===== config.mk =====
export PLATFORM = sky130hd
export DESIGN_NAME = psum_ring_xchg
export DESIGN_NICKNAME = d
export VERILOG_FILES = /design/src/rtl/psum_xchg_pkg.sv /design/src/rtl/psum_xchg_fifo.sv /design/src/rtl/psum_ring_xchg.sv
export SDC_FILE = /design/constraint.sdc
export NUM_CORES = 1
export LEC_CHECK = 0
export CORE_UTILIZATION = 55
export CTS_BUF_LIST = sky130_fd_sc_hd__clkbuf_4 sky130_fd_sc_hd__clkbuf_8
export DETAILED_ROUTE_END_ITERATION = 16
export PLACE_DENSITY = 0.77
export RECOVER_POWER = 25
export SETUP_SLACK_MARGIN = 0.4
export SLEW_MARGIN = 10
export SYNTH_ARGS = -nofsm -noshare
export SYNTH_HDL_FRONTEND = slang
export SYNTH_SLANG_ARGS = --single-unit

===== constraint.sdc =====
create_clock -name clk -period 19.1 [get_ports clk]
set_input_delay 3.82 -clock clk [delete_from_list [all_inputs] [get_ports clk]]
set_output_delay 3.82 -clock clk [all_outputs]
set_load 0.01 [all_outputs]

===== src/rtl/psum_xchg_pkg.sv =====
// Shared constants and width helper for the partial-sum exchange block.
package psum_xchg_pkg;

    localparam logic MODE_ALL  = 1'b0;
    localparam logic MODE_PAIR = 1'b1;

    // Result width that holds a sum of num_core signed bw_sum operands without overflow.
    function automatic int unsigned bw_out(input int unsigned bw_sum, input int unsigned num_core);
        return bw_sum + $clog2(num_core);
    endfunction

endpackage


===== src/rtl/psum_xchg_fifo.sv =====
// Per-core input FIFO: registered pointers/occupancy, combinational head read.
module psum_xchg_fifo #(
    parameter int unsigned BW_SUM = 24,
    parameter int unsigned DEPTH  = 4
) (
    input  logic              clk,
    input  logic              reset,
    input  logic              push,
    input  logic              pop,
    input  logic [BW_SUM-1:0] wdata,
    output logic [BW_SUM-1:0] rdata,
    output logic              full,
    output logic              empty
);

    localparam int unsigned AW = (DEPTH > 1) ? $clog2(DEPTH) : 1;
    localparam int unsigned CW = $clog2(DEPTH + 1);

    logic [BW_SUM-1:0] mem_q [DEPTH];
    logic [AW-1:0]     wr_ptr_q, wr_ptr_d;
    logic [AW-1:0]     rd_ptr_q, rd_ptr_d;
    logic [CW-1:0]     count_q,  count_d;
    logic              wr_en, rd_en;

    assign full  = (count_q == CW'(DEPTH));
    assign empty = (count_q == '0);
    assign rdata = mem_q[rd_ptr_q];
    assign wr_en = push & ~full;
    assign rd_en = pop & ~empty;

    always_comb begin
        wr_ptr_d = wr_ptr_q;
        rd_ptr_d = rd_ptr_q;
        count_d  = count_q;
        if (wr_en) begin
            wr_ptr_d = (wr_ptr_q == AW'(DEPTH - 1)) ? '0 : wr_ptr_q + AW'(1);
        end
        if (rd_en) begin
            rd_ptr_d = (rd_ptr_q == AW'(DEPTH - 1)) ? '0 : rd_ptr_q + AW'(1);
        end
        count_d = count_q + CW'(wr_en) - CW'(rd_en);
    end

    always_ff @(posedge clk) begin
        if (!reset) begin
            wr_ptr_q <= '0;
            rd_ptr_q <= '0;
            count_q  <= '0;
        end else begin
            wr_ptr_q <= wr_ptr_d;
            rd_ptr_q <= rd_ptr_d;
            count_q  <= count_d;
        end
    end

    // Storage carries no reset; occupancy alone decides what is valid.
    always_ff @(posedge clk) begin
        if (wr_en) begin
            mem_q[wr_ptr_q] <= wdata;
        end
    end

endmodule


===== src/rtl/psum_ring_xchg.sv =====
// Partial-sum exchange: buffers one signed sum per core, then reduces across all cores or pairs.
// Optional macro PSUM_XCHG_CNT_EN adds a 16-bit count of completed output handshakes.
module psum_ring_xchg
    import psum_xchg_pkg::*;
#(
    parameter  int unsigned NUM_CORE = 4,
    parameter  int unsigned BW_SUM   = 24,
    parameter  int unsigned DEPTH    = 4,
    localparam int unsigned BW_OUT   = bw_out(BW_SUM, NUM_CORE)
) (
    input  logic                       clk,
    input  logic                       reset,
    input  logic                       mode,
    input  logic [NUM_CORE-1:0]        in_req,
    output logic [NUM_CORE-1:0]        in_ack,
    input  logic [NUM_CORE*BW_SUM-1:0] in_sum,
    output logic                       out_req,
    input  logic                       out_ack,
    output logic [NUM_CORE*BW_OUT-1:0] out_sum
`ifdef PSUM_XCHG_CNT_EN
    ,
    output logic [15:0]                xfer_cnt
`endif
);

    logic [NUM_CORE-1:0] full, empty, push;
    logic [BW_SUM-1:0]   head [NUM_CORE];
    logic                run_q;
    logic                pop;

    logic                       out_req_q, out_req_d;
    logic [NUM_CORE*BW_OUT-1:0] out_sum_q, out_sum_d;
    logic signed [BW_OUT-1:0]   ext [NUM_CORE];
    logic signed [BW_OUT-1:0]   total;

    // in_ack is held low through reset and for the cycle it is released in.
    assign in_ack = ~full & {NUM_CORE{run_q}};
    assign push   = in_req & in_ack;
    assign pop    = ~|empty & (~out_req_q | out_ack);

    for (genvar g = 0; g < NUM_CORE; g++) begin : g_fifo
        psum_xchg_fifo #(
            .BW_SUM (BW_SUM),
            .DEPTH  (DEPTH)
        ) u_fifo (
            .clk   (clk),
            .reset (reset),
            .push  (push[g]),
            .pop   (pop),
            .wdata (in_sum[g*BW_SUM +: BW_SUM]),
            .rdata (head[g]),
            .full  (full[g]),
            .empty (empty[g])
        );
    end

    always_comb begin
        total     = '0;
        out_sum_d = out_sum_q;
        out_req_d = out_req_q;
        for (int i = 0; i < int'(NUM_CORE); i++) begin
            ext[i] = BW_OUT'($signed(head[i]));
            total  = total + ext[i];
        end
        if (pop) begin
            out_req_d = 1'b1;
            for (int i = 0; i < int'(NUM_CORE); i++) begin
                out_sum_d[i*BW_OUT +: BW_OUT] = (mode == MODE_PAIR) ? ext[i] + ext[i ^ 1] : total;
            end
        end else if (out_ack) begin
            out_req_d = 1'b0;
        end
    end

    always_ff @(posedge clk) begin
        if (!reset) begin
            run_q     <= 1'b0;
            out_req_q <= 1'b0;
            out_sum_q <= '0;
        end else begin
            run_q     <= 1'b1;
            out_req_q <= out_req_d;
            out_sum_q <= out_sum_d;
        end
    end

    assign out_req = out_req_q;
    assign out_sum = out_sum_q;

`ifdef PSUM_XCHG_CNT_EN
    logic [15:0] cnt_q;

    always_ff @(posedge clk) begin
        if (!reset) begin
            cnt_q <= '0;
        end else if (out_req_q && out_ack) begin
            cnt_q <= cnt_q + 16'd1;
        end
    end

    assign xfer_cnt = cnt_q;
`endif

endmodule


# Word-level counts from Yosys, hierarchy flattened
# Memories as Yosys holds them, arrays and structs flattened. A register that Yosys moved wholly into a read port is not among the register bits.
# Index checks and enable logic that the tools add are counted.
# Widths: inputs -> output; s select.
# word_totals
in_bits	104
reg_bits	134
ramBits	384
n_memories	4
# mem_list
memory	depth	word_bits	rd	rd_ports_with_merged_regs	wr	line	rtl
g_fifo[0].u_fifo.mem_q	4	24	1	1	1	psum_xchg_fifo.sv:19	logic [BW_SUM-1:0] mem_q [DEPTH];
g_fifo[1].u_fifo.mem_q	4	24	1	1	1	psum_xchg_fifo.sv:19	
g_fifo[2].u_fifo.mem_q	4	24	1	1	1	psum_xchg_fifo.sv:19	
g_fifo[3].u_fifo.mem_q	4	24	1	1	1	psum_xchg_fifo.sv:19	
# op_classes
n_reduce_logical	7
bitwise_logic	22
addsub	20
muxes	29
eq_ne	12
# op_table
op	n
$mux 26	2
$add 24x24->25	2
$mux 2	16
$add 25x24->26	1
$add 26x24->26	1
$add 2x1->2 const B	8
$eq 2x2->1 const B	8
$add 3x1->3	4
$eq 3x3->1 const B	4
$logic_not 3->1	4
$sub 3x1->3	4
$mux 1	11
$and 1x1->1	9
$not 1->1	9
$and 4x4->4	2
$not 4->4	1
$reduce_or 4->1	1
$reduce_bool 2->1	1
$logic_not 1->1	1
$or 1x1->1	1

# Longest topological paths before layout
# logic_depth
word_depth	7
ltp_mapped	25
depth_no_buf	24

# Hierarchy
# From an unflattened synthesis, not the netlist that was laid out.
# hier_totals
hier_cells	1545
hier_area_um2	22475.3
# by_module_without_submodules
module	cells_per_inst	seq_area_each_um2	area_per_inst_um2	instances
psum_xchg_fifo	179	3062.9	3988.8	4
psum_ring_xchg	829	1081.0	6520.0	1

# Worst setup path before layout
# No wires, ideal clock.
# synth_timing
path_kind	register to register
start	register (tool-made name)
end	register out_sum_q[50] (netlist: out_sum[50])
slack_ns	13.092
required_ns	18.980
setup_time_ns	0.120
n_path_buf	2
path_stages_with_launch	22
arrival_time_ns	5.888
period_less_slack_ns	6.008
path_cell_list	dfxtp_1 > clkbuf_1 > buf_1 > mux4_2 > ha_1 > a21oi_1 > o211ai_1 > o31ai_1 > o21ai_2 > a21boi_0 > o21ai_0 > xor2_1 > fa_1 > ha_1 > a21o_1 > a21o_1 > a21o_1 > a221o_1 > a221oi_1 > xor2_1 > nor2_1 > o31a_1
# synth_rtl
item	line	rtl
end signal: assignment	psum_ring_xchg.sv:83	out_sum_q <= out_sum_d;
end: declaration	psum_ring_xchg.sv:32	logic [NUM_CORE*BW_OUT-1:0] out_sum_q, out_sum_d;

==> impl_metrics.toml <==
[outcome]
outcome = "complete, no violations"

[setup_path]
cpPeakStageDelay_ns = 0.56
arrival_ns = 7.03
timing_worst_setup_path_type = "flop to flop"
r2r.worst_path.cells = 20
kind_of_launch_point_of_the_worst_setup_path = "flop"
critical_path.max_fanout = 21
wp_depth = 20
path_common_cell = "sky130_fd_sc_hd__a21o_1"
path_buf_inv = 1
timing.critical_path.cells = "buf_4 -> mux4_2 -> ha_1 -> a21oi_1 -> o211ai_1 -> o31ai_1 -> o21ai_2 -> a21boi_0 -> o21ai_0 -> xor2_1 -> fa_1 -> ha_1 -> a21o_1 -> a21o_1 -> a21o_1 -> a221o_1 -> a221oi_1 -> xor2_1 -> nor2_1 -> o31a_1"
cp-end-kind = "flop"
critical_path.slowest_cell = "sky130_fd_sc_hd__mux4_2"
timing.critical_path.max_delay_family = "compound AO/OA/AOI/OAI gates"
crit_required_ns = 19.62

[final_layout]
synthToLayoutAreaGrowth_pct = 17.5
drive_gt1_share_pct = 15.1
finalInstanceArea_sq_mm = 0.0262
n_antenna_cell = 0
net_count_final = 1980

[routing]
via_density_per_instance = 5.82
drcViolationCount = 0
via_count = 13550
wire_per_inst_microns = 21.9
postRouteAntennaNets = 0
drtPass1Iterations = 7
drt_iter0_drc = 1177
wl_mm = 51.0

[yosys]
synthTopCellsByArea = "sky130_fd_sc_hd__edfxtp_1 (52%), sky130_fd_sc_hd__mux4_2 (9.7%), sky130_fd_sc_hd__dfxtp_1 (8.1%), sky130_fd_sc_hd__ha_1 (5.6%), sky130_fd_sc_hd__fa_1 (2.9%)"
syn-mean-instance-area_sq_um = 14.5
synth_enable_flop_cells = 384
synth_cell_types = 67
synthesis.nets = 1774
post-synth-top-area-cell = "sky130_fd_sc_hd__edfxtp_1"
syn-cell-area_sq_mm = 0.0223
synth-main-ff-cell = "sky130_fd_sc_hd__edfxtp_1"
gate_count_post_synth = 1538
synth_async_sr_flop_share_pct = 0
synth_seq_cells = 474
ys_warn_count = 0
synth_top_cell_area_share_pct = 51.8
yosysSeqAreaShare_pct = 59.9

[timing]
tightestPinTransition_ns = 1.21
setup_tns_final_ns = 0
report.final.slew_viol_count = 0
finalSetupViolCount = 0
fin_crit_sh_pct = 34.1
maximum_frequency_from_static_timing_analysis_ghz = 0.154
clock_skew_ns = 0.0339
hold_viol = 0
layout_setup_ws_ns = 12.59
unrepaired_setup_endpoints_after_global_routing = "false"
max-slew-margin-rel_pct = 18.8
final_period_minus_worst_setup_slack_ns = 6.51

[placement]
place.gp.congestion = 0.954
port_buffers = 212
detailedPlacementHpwl_mm = 36.0
post_place_instance_area_sq_mm = 0.0246
placement.setup.worst_slack_ns = 12.60

[pwr]
switching_power_mw = 0.745
post-layout-total-power_mw = 2.62
internal_power_mw = 1.88
netSwitchingFraction_pct = 28.4
power-per-cell-area_mw_per_mm2 = 100
seq_power_share_pct = 44.3
power.ir.vdd_worst_v = 0.0000588
clock_group_share_of_total_power_pct = 33.3
p_comb_share_pct = 22.3
static-leakage-power_nw = 9.47

[cts]
worst_setup_hold_path_clk_slew_ns = 0.06
clock_sinks = 474
htree_depth = 3
ctsResizeCount = 0
tritoncts = "done"
cts-root-to-sink-buffers = 3
numCtsBuffers = 78
post_cts_hold_buffer_count = 0
postCtsSetupBuffers = 0
cts_root_buf = "sky130_fd_sc_hd__clkbuf_8"
clk_latency_ns = 0.65

[grt]
grt_antenna_before_repair = 2
grt_usage_pct = 25.3
grt_start_max_net_pins = 79
grt.overflow.total = 0
grt_pass1_vias = 13547
grt_first_pass_wirelength_mm = 78.1

[die]
die_width_microns = 203
floorplan.die_area_sq_mm = 0.0413
placementRows = 73
start_util_pct = 55.9
num_io_pins = 213
fp.coreArea_sq_mm = 0.0398
die_h_microns = 203

[hold_path]
min_path_type = "flop to flop"
whs_path_depth = 2

[run]
max-cap-violations = 0
## tightest hold or removal path, stage by stage, from the launching register on
cell	delay (ns)
sky130_fd_sc_hd__dfxtp_1	0.31
sky130_fd_sc_hd__nand2_1	0.05
sky130_fd_sc_hd__a21boi_0	0.08
## power groups by stage
stage / Sequential [mW] / Clock, mW / Combinational [mW]
floorplan: 1.18 / 0 / 0.417
global placement: 1.18 / 0 / 0.568
detailed placement: 1.18 / 0 / 0.577
CTS: 1.16 / 0.891 / 0.581
global route: 1.16 / 0.939 / 0.642
finish: 1.16 / 0.874 / 0.585
## state kept, by name, indices dropped and copies added, names as in the netlist, named ones only
name and flops:
g_fifo.u_fifo.mem_q 384, out_sum 52, g_fifo.u_fifo.count_q 12, g_fifo.u_fifo.rd_ptr_q 8, g_fifo.u_fifo.wr_ptr_q 8, out_req 1, run_q 1
## placed cells by master, fill, tap and decap left out, types with 63 or more instances in the layout
cell type                           n
sky130_fd_sc_hd__edfxtp_1         384
sky130_fd_sc_hd__clkdlybuf4s50_1  146
sky130_fd_sc_hd__ha_1             100
sky130_fd_sc_hd__mux4_2            96
sky130_fd_sc_hd__dfxtp_1           90
sky130_fd_sc_hd__a21oi_1           89
sky130_fd_sc_hd__clkbuf_8          83
sky130_fd_sc_hd__inv_1             79
sky130_fd_sc_hd__nor2_1            73
sky130_fd_sc_hd__dlygate4sd3_1     64
sky130_fd_sc_hd__nand2_1           63
sky130_fd_sc_hd__o21ai_0           63
## cells by family after synthesis
family,share of synthesized area [%]
DFF,59.9
and+or+nand+nor,5.58
AOI/OAI and AO/OA,9.07
adders and majority gates,8.50
xor gates and xnor gates,2.60
buffers and inverters,4.19
muxes,10.2
## worst paths after layout
kind | slack [ns] | startpoint | end
hold reg to reg | 0.49 | g_fifo[1].u_fifo.rd_ptr_q[1] | flop
hold / removal | 0.49 | g_fifo[1].u_fifo.rd_ptr_q[1] | flop
setup reg to reg | 12.59 | flop | out_sum[50]
setup / recovery | 12.59 | flop | out_sum[50]
## cell usage after synthesis (all sizes together) (3+ instances only)
cell,n
o211a,6
o31a,4
or4,3
xnor2,39
a21boi,9
a21o,36
o21bai,6
inv,79
buf,68
ha,100
and2,15
o21a,13
nor3,18
nand3,17
nand4,4
a211oi,17
nor2,73
o21ai,65
a21oi,89
o31ai,7
dfxtp,90
o22ai,3
a2111o,3
o221a,9
edfxtp,384
a31oi,16
and3,20
o211ai,4
mux2i,9
xor2,27
nand2b,6
nand2,63
a211o,5
or3,5
nor2b,26
fa,32
clkbuf,46
mux4,96
## metal layers
| layer | global-route usage (%) | wire length, microns | vias to the layer above |
|---|---|---|---|
| li1 | - | - | 6208 |
| met1 | 34.0 | 20700 | 6707 |
| met2 | 41.3 | 25100 | 555 |
| met3 | 5.11 | 4080 | 78 |
| met4 | 8.62 | 1160 | 2 |
| met5 | 0 | 11 | - |
## layout make-up
class	instances	area [sq um]
Timing Repair Buffer	240	2320
Sequential cell	474	13300
Clock inverter	29	189
Clock buffer	111	1350
Fill cell	2885	13700
Tap cell	525	657
Inverter	81	304
Multi-Input combinational cell	869	7990
## metrics by stage
step	hold slack [ns]	util, %	cells
final	0.493	65.7	2329
after global routing	0.525	65.7	2329
after CTS	0.494	65.7	2329
after detailed placement	0.498	61.8	2189
after global placement	0.480	61.8	2189
after floorplan	0.467	-	1538
Note: power is estimated with default switching activity, not from simulation.
